`src/rtl/ram_if_pkg.sv`:
```
// Shared definitions for the synchronous RAM master and the RAM wrapper.
package ram_if_pkg;

   typedef enum logic [1:0] {
      StIdle   = 2'd0,
      StAccess = 2'd1,
      StFault  = 2'd2
   } state_e;

   localparam int unsigned DEF_RD_LAT = 1;
   localparam int unsigned DEF_WR_LAT = 1;

   function automatic int unsigned lat_max(input int unsigned a, input int unsigned b);
      return (a > b) ? a : b;
   endfunction

endpackage

```
`src/rtl/ram_sync_master_if.sv`:
```
// CPU-side request/response signals plus the RAM-side strobe bus.
interface ram_sync_master_if;

   logic        req;
   logic        we;
   logic        byte_op;
   logic [15:0] addr;
   logic [15:0] wdata;
   logic [15:0] rdata;
   logic        ack;
   logic        err;
   logic        busy;

   logic [15:0] ram_addr;
   logic [15:0] ram_data_in;
   logic [15:0] ram_data_out;
   logic        ram_rd;
   logic        ram_wr;
   logic        ram_byte_op;

   // Master side: the bus initiator.
   modport master (
      input  req, we, byte_op, addr, wdata, ram_data_out,
      output rdata, ack, err, busy, ram_addr, ram_data_in, ram_rd, ram_wr, ram_byte_op
   );

   // Slave side: the requesting core together with the RAM.
   modport slave (
      output req, we, byte_op, addr, wdata, ram_data_out,
      input  rdata, ack, err, busy, ram_addr, ram_data_in, ram_rd, ram_wr, ram_byte_op
   );

endinterface

```
`src/rtl/ram_sync_master_lat_counter.sv`:
```
// Loadable down-counter; done flags the last cycle of a strobe window.
module lat_counter #(
   parameter int unsigned WIDTH = 1
) (
   input  logic             clk,
   input  logic             reset_n,
   input  logic             load,
   input  logic [WIDTH-1:0] load_val,
   input  logic             en,
   output logic             done
);

   logic [WIDTH-1:0] count;

   // Reload on accept, otherwise count down and hold at zero.
   always_ff @(posedge clk or negedge reset_n) begin
      if (!reset_n) begin
         count <= '0;
      end else if (load) begin
         count <= load_val;
      end else if (en && (count != '0)) begin
         count <= count - WIDTH'(1);
      end
   end

   assign done = (count == WIDTH'(1));

endmodule

```
`src/rtl/ram_sync_master.sv`:
```
// Bus initiator for the synchronous 16-bit RAM with odd-address word trapping.
module ram_sync_master
   import ram_if_pkg::*;
#(
   parameter int unsigned RD_LAT = DEF_RD_LAT,
   parameter int unsigned WR_LAT = DEF_WR_LAT
) (
   input logic               clk,
   input logic               reset_n,
   ram_sync_master_if.master bus
);

   localparam int unsigned CNT_W = $clog2(lat_max(RD_LAT, WR_LAT) + 1);

   state_e           state;
   logic             accept;
   logic             odd_word;
   logic             cnt_done;
   logic [CNT_W-1:0] cnt_load_val;

   // ack low in IDLE guarantees a gap cycle even when req is held high.
   assign accept       = (state == StIdle) && bus.req && !bus.ack;
   assign odd_word     = !bus.byte_op && bus.addr[0];
   assign cnt_load_val = bus.we ? CNT_W'(WR_LAT) : CNT_W'(RD_LAT);

   lat_counter #(
      .WIDTH (CNT_W)
   ) u_lat_counter (
      .clk      (clk),
      .reset_n  (reset_n),
      .load     (accept),
      .load_val (cnt_load_val),
      .en       (state == StAccess),
      .done     (cnt_done)
   );

   // FSM with registered strobes, response and captured read data.
   always_ff @(posedge clk or negedge reset_n) begin
      if (!reset_n) begin
         state           <= StIdle;
         bus.ack         <= 1'b0;
         bus.err         <= 1'b0;
         bus.busy        <= 1'b0;
         bus.rdata       <= '0;
         bus.ram_addr    <= '0;
         bus.ram_data_in <= '0;
         bus.ram_rd      <= 1'b0;
         bus.ram_wr      <= 1'b0;
         bus.ram_byte_op <= 1'b0;
      end else begin
         bus.ack <= 1'b0;
         bus.err <= 1'b0;
         unique case (state)
            StIdle: begin
               bus.busy <= accept;
               if (accept) begin
                  bus.ram_addr    <= bus.addr;
                  bus.ram_byte_op <= bus.byte_op;
                  // Byte writes replicate the low byte; the RAM picks the lane.
                  bus.ram_data_in <= bus.byte_op ? {bus.wdata[7:0], bus.wdata[7:0]} : bus.wdata;
                  if (odd_word) begin
                     state   <= StFault;
                     bus.ack <= 1'b1;
                     bus.err <= 1'b1;
                  end else begin
                     state      <= StAccess;
                     bus.ram_rd <= !bus.we;
                     bus.ram_wr <= bus.we;
                  end
               end
            end
            StAccess: begin
               if (cnt_done) begin
                  state      <= StIdle;
                  bus.ram_rd <= 1'b0;
                  bus.ram_wr <= 1'b0;
                  bus.ack    <= 1'b1;
                  if (bus.ram_rd) begin
                     if (bus.ram_byte_op) begin
                        bus.rdata <= {8'h00, bus.ram_addr[0] ? bus.ram_data_out[15:8]
                                                             : bus.ram_data_out[7:0]};
                     end else begin
                        bus.rdata <= bus.ram_data_out;
                     end
                  end
               end
            end
            StFault: begin
               state    <= StIdle;
               bus.busy <= 1'b0;
            end
            default: begin
               state    <= StIdle;
               bus.busy <= 1'b0;
            end
         endcase
      end
   end

endmodule

```
`src/flat_wrapper.sv`:
```
// flat-port wrapper written by rule: the top's interface ports become plain ports
module ram_sync_master_flat import ram_if_pkg::*;
#(
   parameter int unsigned RD_LAT = DEF_RD_LAT,
   parameter int unsigned WR_LAT = DEF_WR_LAT
)
  (clk, reset_n, bus_req, bus_we, bus_byte_op, bus_addr, bus_wdata, bus_ram_data_out, bus_rdata, bus_ack, bus_err, bus_busy, bus_ram_addr, bus_ram_data_in, bus_ram_rd, bus_ram_wr, bus_ram_byte_op);
  ram_sync_master_if bus_i ();
  input logic clk;
  input logic reset_n;
  input wire logic [$bits(bus_i.req)-1:0] bus_req;
  input wire logic [$bits(bus_i.we)-1:0] bus_we;
  input wire logic [$bits(bus_i.byte_op)-1:0] bus_byte_op;
  input wire logic [$bits(bus_i.addr)-1:0] bus_addr;
  input wire logic [$bits(bus_i.wdata)-1:0] bus_wdata;
  input wire logic [$bits(bus_i.ram_data_out)-1:0] bus_ram_data_out;
  output wire logic [$bits(bus_i.rdata)-1:0] bus_rdata;
  output wire logic [$bits(bus_i.ack)-1:0] bus_ack;
  output wire logic [$bits(bus_i.err)-1:0] bus_err;
  output wire logic [$bits(bus_i.busy)-1:0] bus_busy;
  output wire logic [$bits(bus_i.ram_addr)-1:0] bus_ram_addr;
  output wire logic [$bits(bus_i.ram_data_in)-1:0] bus_ram_data_in;
  output wire logic [$bits(bus_i.ram_rd)-1:0] bus_ram_rd;
  output wire logic [$bits(bus_i.ram_wr)-1:0] bus_ram_wr;
  output wire logic [$bits(bus_i.ram_byte_op)-1:0] bus_ram_byte_op;
  assign bus_i.req = bus_req;
  assign bus_i.we = bus_we;
  assign bus_i.byte_op = bus_byte_op;
  assign bus_i.addr = bus_addr;
  assign bus_i.wdata = bus_wdata;
  assign bus_i.ram_data_out = bus_ram_data_out;
  assign bus_rdata = bus_i.rdata;
  assign bus_ack = bus_i.ack;
  assign bus_err = bus_i.err;
  assign bus_busy = bus_i.busy;
  assign bus_ram_addr = bus_i.ram_addr;
  assign bus_ram_data_in = bus_i.ram_data_in;
  assign bus_ram_rd = bus_i.ram_rd;
  assign bus_ram_wr = bus_i.ram_wr;
  assign bus_ram_byte_op = bus_i.ram_byte_op;
  ram_sync_master #(.RD_LAT(RD_LAT), .WR_LAT(WR_LAT)) u_core (.clk(clk), .reset_n(reset_n), .bus(bus_i));
endmodule
```
`config.mk`:
```
export PLATFORM = sky130hd
export DESIGN_NAME = ram_sync_master_flat
export DESIGN_NICKNAME = d
export VERILOG_FILES = /design/src/rtl/ram_if_pkg.sv /design/src/rtl/ram_sync_master_if.sv /design/src/rtl/ram_sync_master_lat_counter.sv /design/src/rtl/ram_sync_master.sv /design/src/flat_wrapper.sv
export SDC_FILE = /design/constraint.sdc
export NUM_CORES = 1
export LEC_CHECK = 0
export BUFFER_PORTS_ARGS = -buffer_cell sky130_fd_sc_hd__buf_2
export CAP_MARGIN = 20
export CORE_AREA = 2 2 72 74
export CTS_CLUSTER_SIZE = 12
export DETAILED_ROUTE_END_ITERATION = 12
export DIE_AREA = 0 0 74 76
export GPL_ROUTABILITY_DRIVEN = 0
export PLACE_DENSITY = 0.85
export SLEW_MARGIN = 10
export SYNTH_ARGS = -nofsm -noshare
export SYNTH_HDL_FRONTEND = slang
export SYNTH_HIERARCHICAL = 1
export SYNTH_SLANG_ARGS = --single-unit
```
`constraint.sdc`:
```
create_clock -name clk -period 3.6 [get_ports clk]
set_input_delay 0.54 -clock clk [delete_from_list [all_inputs] [get_ports clk]]
set_output_delay 0.54 -clock clk [all_outputs]
set_load 0.01 [all_outputs]
```
==> impl_metrics.tcl, run 1 <==
set metrics [dict create \
    status "completed" \
    drtIter0Drc 28 \
    finalHoldViolCount 0 \
    intPower_w 0.00176 \
    clockPowerShare 0.206 \
    drc 0 \
    setup_tns_ns 0 \
    grt_max_degree 39 \
    cts_tree "yes" \
    synth_common_cells "dfrtp_1 (57), nand2_1 (20), mux2i_1 (17), o21ai_0 (17), mux2_2 (14)" \
    r2r-start "u_core/state[1]" \
    yosysTopAreaCellShare 0.608 \
    ys_seq_area_frac 0.608 \
    ant_nets 0 \
    start_util 0.478 \
    syn2layout_area_growth_pct 32.9 \
    rrSetupSlack_ns 1.44 \
    synth_edf_count 0 \
    antenna_found_initial 0 \
    swShare 0.344 \
    finClkSkew_ns 0.00867 \
    preCtsSetupSlack_ns 1.32 \
    vias_per_cell 4.75 \
    fillers 402 \
    finalCriticalPeriod_ns 2.16 \
    hold_class "in -> async" \
    fin_hold_ws_ns 0.181 \
    path_cells "nor4b_4 -> buf_4 -> nand2_1 -> a31o_1" \
    wire_per_inst_um 12.9 \
    arrival_ns 2.36 \
    synth_top_cell_by_area "dfrtp_1" \
    synth_area_um2 2350 \
    hpwl_mm 3.47 \
    grt_overflow 0 \
    rr_worst_depth 4 \
    required_ns 3.81 \
    power.switching_w 0.000924 \
    cts_hold_buf 0 \
    synth_cell_types 23 \
    period_share 0.599 \
    vias 1756 \
    n_antenna_cell 0 \
    p_per_area_nw_per_um2 862 \
    clock_latency_ns 0.32 \
    setup_viol 0 \
    met3_usage 0.0648 \
    cts_resized 0 \
    top_usage_layer "met2" \
    rows 26 \
    grt_usage 0.185 \
    final-seq-area_um2 1430 \
    cts_max_level 3 \
    async_flop_share 1.00 \
    synth_cells 185 \
    grt_pass1_wl_mm 7.98 \
    post-cts-setup-buffer-count 0 \
    worst_pin_slew_ns 0.724 \
    grtUsageMet1 0.237 \
    die_w_um 74 \
    die_area_um2 5620 \
    grt_pass1_vias 1772 \
    p_leak_nw 1.63 \
    fmax_ghz 0.464 \
    cts_made_buffers 9 \
    io_buffers 106 \
    ys.flop_type "dfrtp_1" \
    slew_violations 0 \
    cts_num_sinks 57 \
    cts.clk_slew.worst_paths_ns 0.06 \
    slowest_stage "nor4b_4" \
    multiInputGateArea_um2 850 \
    ir_drop_uv 394 \
    crit_fanout 38 \
    postSynthAreaPerCell_um2 12.7 \
    root_buffer "clkbuf_8" \
    crit_path_start_kind "register" \
    clockBufferDepth 2 \
    die_h_um 76 \
    finalNetCount 348 \
    worstSetupPathType "reg -> reg" \
    ys_ff_latch 57 \
    drt-pass1-iter-count 4 \
    boundaryPins 107 \
    synth_nets 238 \
    rsz0062_at_grt "false" \
    relSlewSlack 0.515 \
    combPwrFrac 0.376 \
    use_met2 0.278 \
    synth_most_common_cell "dfrtp_1" \
    yosys-top-cells-area "dfrtp_1 (61%), mux2i_1 (7.3%), mux2_2 (6.7%)" \
    wl_mm 4.77 \
    cp-end-kind "register" \
    drive_gt1_frac 0.467 \
    core_um2 4910 \
    setup_slack_ns 1.44 \
    power_frac_seq 0.418 \
    critPathMaxStageDelay_ns 0.70 \
    cap_violations 0 \
    reg2reg_to "u_core/bus.ram_wr" \
    yosysWarningCount 6 \
]
==> flip-flops by register name, indices dropped and copies added, names as in the netlist <==
name,flops
u_core/bus.ram_rd,1
u_core/bus.ram_wr,1
u_core/bus.ram_data_in,16
u_core/bus.ack,1
u_core/bus.rdata,16
u_core/bus.ram_addr,16
u_core/bus.ram_byte_op,1
u_core/state,2
u_core/bus.err,1
u_core/u_lat_counter/done,1
u_core/bus.busy,1
==> worst max-delay path, delay by kind of cell (launching register included) <==
family | cells | cell delay, ns
buffers and inverters | 1 | 0.49
AO/OA/AOI/OAI | 1 | 0.26
AND/OR/NAND/NOR | 2 | 0.88
flip-flops | 1 | 0.42
==> layer usage <==
metal  wire, um  share of wire  up-vias
met4         57          0.012        0
met5          0              0        -
met3        381          0.080        6
met1       2040           0.43      821
li1           -              -      856
met2       2290           0.48       73
==> through the flow <==
step,utilization,cells,total power (W),area (um^2)
2_1_floorplan,-,185,0.00174,2350
3_3_place_gp,0.593,353,0.00211,2910
3_5_place_dp,0.593,353,0.00216,2910
4_1_cts,0.632,369,0.00273,3110
5_1_grt,0.634,370,0.00289,3120
6_report,0.634,370,0.00269,3120
==> cell usage in the layout, fill, tap and decap left out <==
master    Yosys  routed
a21o_1        1       1
a21oi_1       8       8
a31o_1        1       1
and3_1        1       1
and3b_1       2       2
buf_2         2     106
buf_4         1       2
buf_6         3       1
clkbuf_1      4       1
clkbuf_8      0      13
clkinv_2      0       2
conb_1        1       1
dfrtp_1      57      57
inv_1         1       1
mux2_1       11      11
mux2_2       14      14
mux2i_1      17      17
nand2_1      20      20
nand2b_1     12      12
nand3b_1      1       1
nand4b_1      1       1
nor2_1        8       8
nor4b_4       1       1
o21ai_0      17      17
o21ai_2       1       1
==> area by class of cell <==
cell class / instances / area share
Sequential cell: 57 / 0.458
Multi-Input combinational cell: 117 / 0.273
Timing Repair Buffer: 109 / 0.179
Clock buffer: 14 / 0.0586
Tap cell: 70 / 0.0281
Clock inverter: 2 / 0.00321
Inverter: 1 / 0.00120
==> power groups by stage <==
stage	clock network (W)	registers (W)	logic, W
4_1_cts	0.000573	0.00113	0.00102
5_1_grt	0.000600	0.00117	0.00112
2_1_floorplan	0	0.00126	0.000475
6_report	0.000554	0.00112	0.00101
3_5_place_dp	0	0.00113	0.00103
3_3_place_gp	0	0.00113	0.000984
==> cell families (layout without fill, tap and decap cells) <==
logic type	Yosys count	in the layout	synth area share
compound gates	28	28	0.0640
buf+inv	11	126	0.0299
flops	57	57	0.608
other cells	1	1	0.00160
mux	42	42	0.193
simple gates	46	46	0.104
==> worst max path at each step <==
| stage | from | endpoint | slack [ns] | depth (start not counted) |
|---|---|---|---|---|
| after CTS | u_core/state[1] | u_core/bus.ram_wr | 1.43 | 4 |
| after global routing | u_core/state[1] | u_core/bus.ram_wr | 1.26 | 4 |
| after detailed placement | bus_req | u_core/bus.ram_wr | 1.32 | 5 |
| after global placement | bus_req | u_core/bus.ram_wr | 1.39 | 5 |
| after floorplan | bus_req | u_core/bus.ram_byte_op | 2.13 | 4 |
| final | u_core/state[1] | u_core/bus.ram_wr | 1.44 | 4 |
No activity file was read; power rests on OpenSTA's default activity.
==> run 2: changes to the inputs <==
--- a/config.mk
+++ b/config.mk
@@ -5,14 +5,15 @@
 export SDC_FILE = /design/constraint.sdc
 export NUM_CORES = 1
 export LEC_CHECK = 0
+export ABC_AREA = 1
 export BUFFER_PORTS_ARGS = -buffer_cell sky130_fd_sc_hd__buf_2
 export CAP_MARGIN = 20
-export CORE_AREA = 2 2 72 74
+export CORE_AREA = 2 2 77 79
 export CTS_CLUSTER_SIZE = 12
 export DETAILED_ROUTE_END_ITERATION = 12
-export DIE_AREA = 0 0 74 76
+export DIE_AREA = 0 0 79 81
 export GPL_ROUTABILITY_DRIVEN = 0
-export PLACE_DENSITY = 0.85
+export PLACE_DENSITY = 0.8
 export SLEW_MARGIN = 10
 export SYNTH_ARGS = -nofsm -noshare
 export SYNTH_HDL_FRONTEND = slang
==> constraint.sdc (replaced) <==
create_clock -name clk -period 2.2 [get_ports clk]
set_input_delay 0.33 -clock clk [delete_from_list [all_inputs] [get_ports clk]]
set_output_delay 0.33 -clock clk [all_outputs]
set_load 0.01 [all_outputs]
==> impl_metrics.tcl, run 2 <==
set metrics [dict create \
    required_ns 2.41 \
    yosysTopAreaCellShare 0.564 \
    drtIter0Drc 144 \
    vias_per_cell 4.66 \
    cts_resized 0 \
    worst_pin_slew_ns 0.716 \
    ys_ff_latch 57 \
    hold_class "in -> async" \
    cts.clk_slew.worst_paths_ns 0.06 \
    die_h_um 81 \
    grt_max_degree 58 \
    critPathMaxStageDelay_ns 0.42 \
    antenna_found_initial 0 \
    swShare 0.222 \
    preCtsSetupSlack_ns 0.739 \
    post-cts-setup-buffer-count 0 \
    period_share 0.668 \
    synth_cells 310 \
    status "completed" \
    setup_slack_ns 0.730 \
    arrival_ns 1.68 \
    power.switching_w 0.000447 \
    finalNetCount 469 \
    vias 2312 \
    cts_num_sinks 57 \
    clockBufferDepth 2 \
    root_buffer "clkbuf_8" \
    postSynthAreaPerCell_um2 8.16 \
    p_total_w 0.00201 \
    intPower_w 0.00156 \
    hpwl_mm 4.07 \
    worstSetupPathType "reg -> reg" \
    cp-end-kind "register" \
    finalCriticalPeriod_ns 1.47 \
    finalHoldViolCount 0 \
    combPwrFrac 0.054 \
    ant_nets 0 \
    slew_violations 0 \
    power_frac_seq 0.523 \
    core_um2 5680 \
    die_area_um2 6400 \
    grt_overflow 0 \
    wire_per_inst_um 11.8 \
    drc 0 \
    drive_gt1_frac 0.311 \
    cts_hold_buf 0 \
    ys_seq_area_frac 0.564 \
    start_util 0.446 \
    boundaryPins 107 \
    ir_drop_uv 293 \
    p_leak_nw 1.83 \
    yosysWarningCount 6 \
    n_antenna_cell 0 \
    yosys-top-cells-area "dfrtp_1 (56%), nand2_1 (22%), o21ai_0 (7.3%)" \
    dpl.cell_count 480 \
    finClkSkew_ns 0.00584 \
    syn2layout_area_growth_pct 27.9 \
    multiInputGateArea_um2 895 \
    cts_tree "yes" \
    final-seq-area_um2 1430 \
    grt_usage 0.186 \
    instances_no_fill 496 \
    setup_tns_ns 0 \
    die_w_um 79 \
    drt-pass1-iter-count 5 \
    grt_pass1_wl_mm 9.16 \
    crit_path_start_kind "register" \
    cts_made_buffers 9 \
    slowest_stage "dfrtp_1" \
    mostFrequentLayoutCells "nand2_1 (148), buf_2 (106), dfrtp_1 (57)" \
    fillers 557 \
    rows 28 \
    setup_viol 0 \
    p_per_area_nw_per_um2 621 \
    synth_common_cells "nand2_1 (148), dfrtp_1 (57), o21ai_0 (37)" \
    synth_nets 363 \
    synth_edf_count 0 \
    synth_area_um2 2530 \
    relSlewSlack 0.522 \
    clock_latency_ns 0.32 \
    path_cells "nor2_2 -> nand2_2 -> inv_2 -> inv_1 -> nand3_1 -> nand2_1" \
    cts_max_level 3 \
    cap_violations 0 \
    io_buffers 106 \
    synth_top_cell_by_area "dfrtp_1" \
    fmax_ghz 0.680 \
    wl_mm 5.86 \
    synth_most_common_cell "nand2_1" \
    async_flop_share 1.00 \
    layout_commonest_cell "nand2_1" \
    rsz0062_at_grt "false" \
    grt_pass1_vias 2035 \
    crit_fanout 27 \
    ys.flop_type "dfrtp_1" \
    clockPowerShare 0.423 \
    synth_cell_types 21 \
    reg_top3 "u_core/bus.ram_addr: 16 flops, u_core/bus.ram_data_in: 16 flops, u_core/bus.rdata: 16 flops" \
]
run 2: critical path, delay by kind of cell, from the launching register on:
family        cells  cell delay, ns
flops             1            0.42
simple gates      4            0.47
buf+inv           2            0.47
run 2: stage by stage:
stage | hold slack, ns | area (um^2) | utilization
finish | 0.139 | 3230 | 0.570
global route | 0.190 | 3230 | 0.570
CTS | 0.170 | 3230 | 0.570
detailed placement | 0.460 | 3060 | 0.539
global placement | 0.452 | 3060 | 0.539
floorplan | 0.0344 | 2530 | -
run 2: cell families after synthesis:
kind of cell           Yosys count  synth area share
buffers and inverters           39            0.0821
AOI/OAI and AO/OA               41            0.0816
and+or+nand+nor                172             0.271
DFF                             57             0.564
other                            1           0.00148
run 2: layout make-up:
class	instances	share of cell area
Inverter	26	0.0309
Timing Repair Buffer	108	0.169
Clock buffer	13	0.0491
Multi-Input combinational cell	214	0.277
Sequential cell	57	0.441
Tap cell	75	0.0290
Clock inverter	3	0.00464
run 2: routing by layer:
layer,vias up,global-route usage,share of wire
li1,1155,-,-
met1,1053,0.240,0.44
met4,0,0.0741,0.0097
met3,6,0.0500,0.077
met2,98,0.300,0.47
met5,-,0,0
run 2: final timing paths:
check                                                start                          to  slack (ns)  cells past startpoint
max in group asynchronous                          reset_n      u_core/bus.ram_addr[0]        1.57                      2
worst max-delay path                       u_core/state[1]   u_core/u_lat_counter/done        0.73                      6
min in group clk                               bus_addr[3]      u_core/bus.ram_addr[3]        0.20                      3
worst max register to register             u_core/state[1]   u_core/u_lat_counter/done        0.73                      6
worst min register to register  u_core/bus.ram_data_in[11]  u_core/bus.ram_data_in[11]        0.47                      2
worst min-delay path                               reset_n              u_core/bus.ack        0.14                      2
run 2: power groups by stage:
| stage | registers [W] | logic, W | clock network (W) |
|---|---|---|---|
| floorplan | 0.00107 | 0.0000309 | 0 |
| global placement | 0.00107 | 0.000108 | 0 |
| detailed placement | 0.00107 | 0.000109 | 0 |
| CTS | 0.00105 | 0.000110 | 0.000874 |
| global route | 0.00105 | 0.000125 | 0.000924 |
| finish | 0.00105 | 0.000108 | 0.000849 |
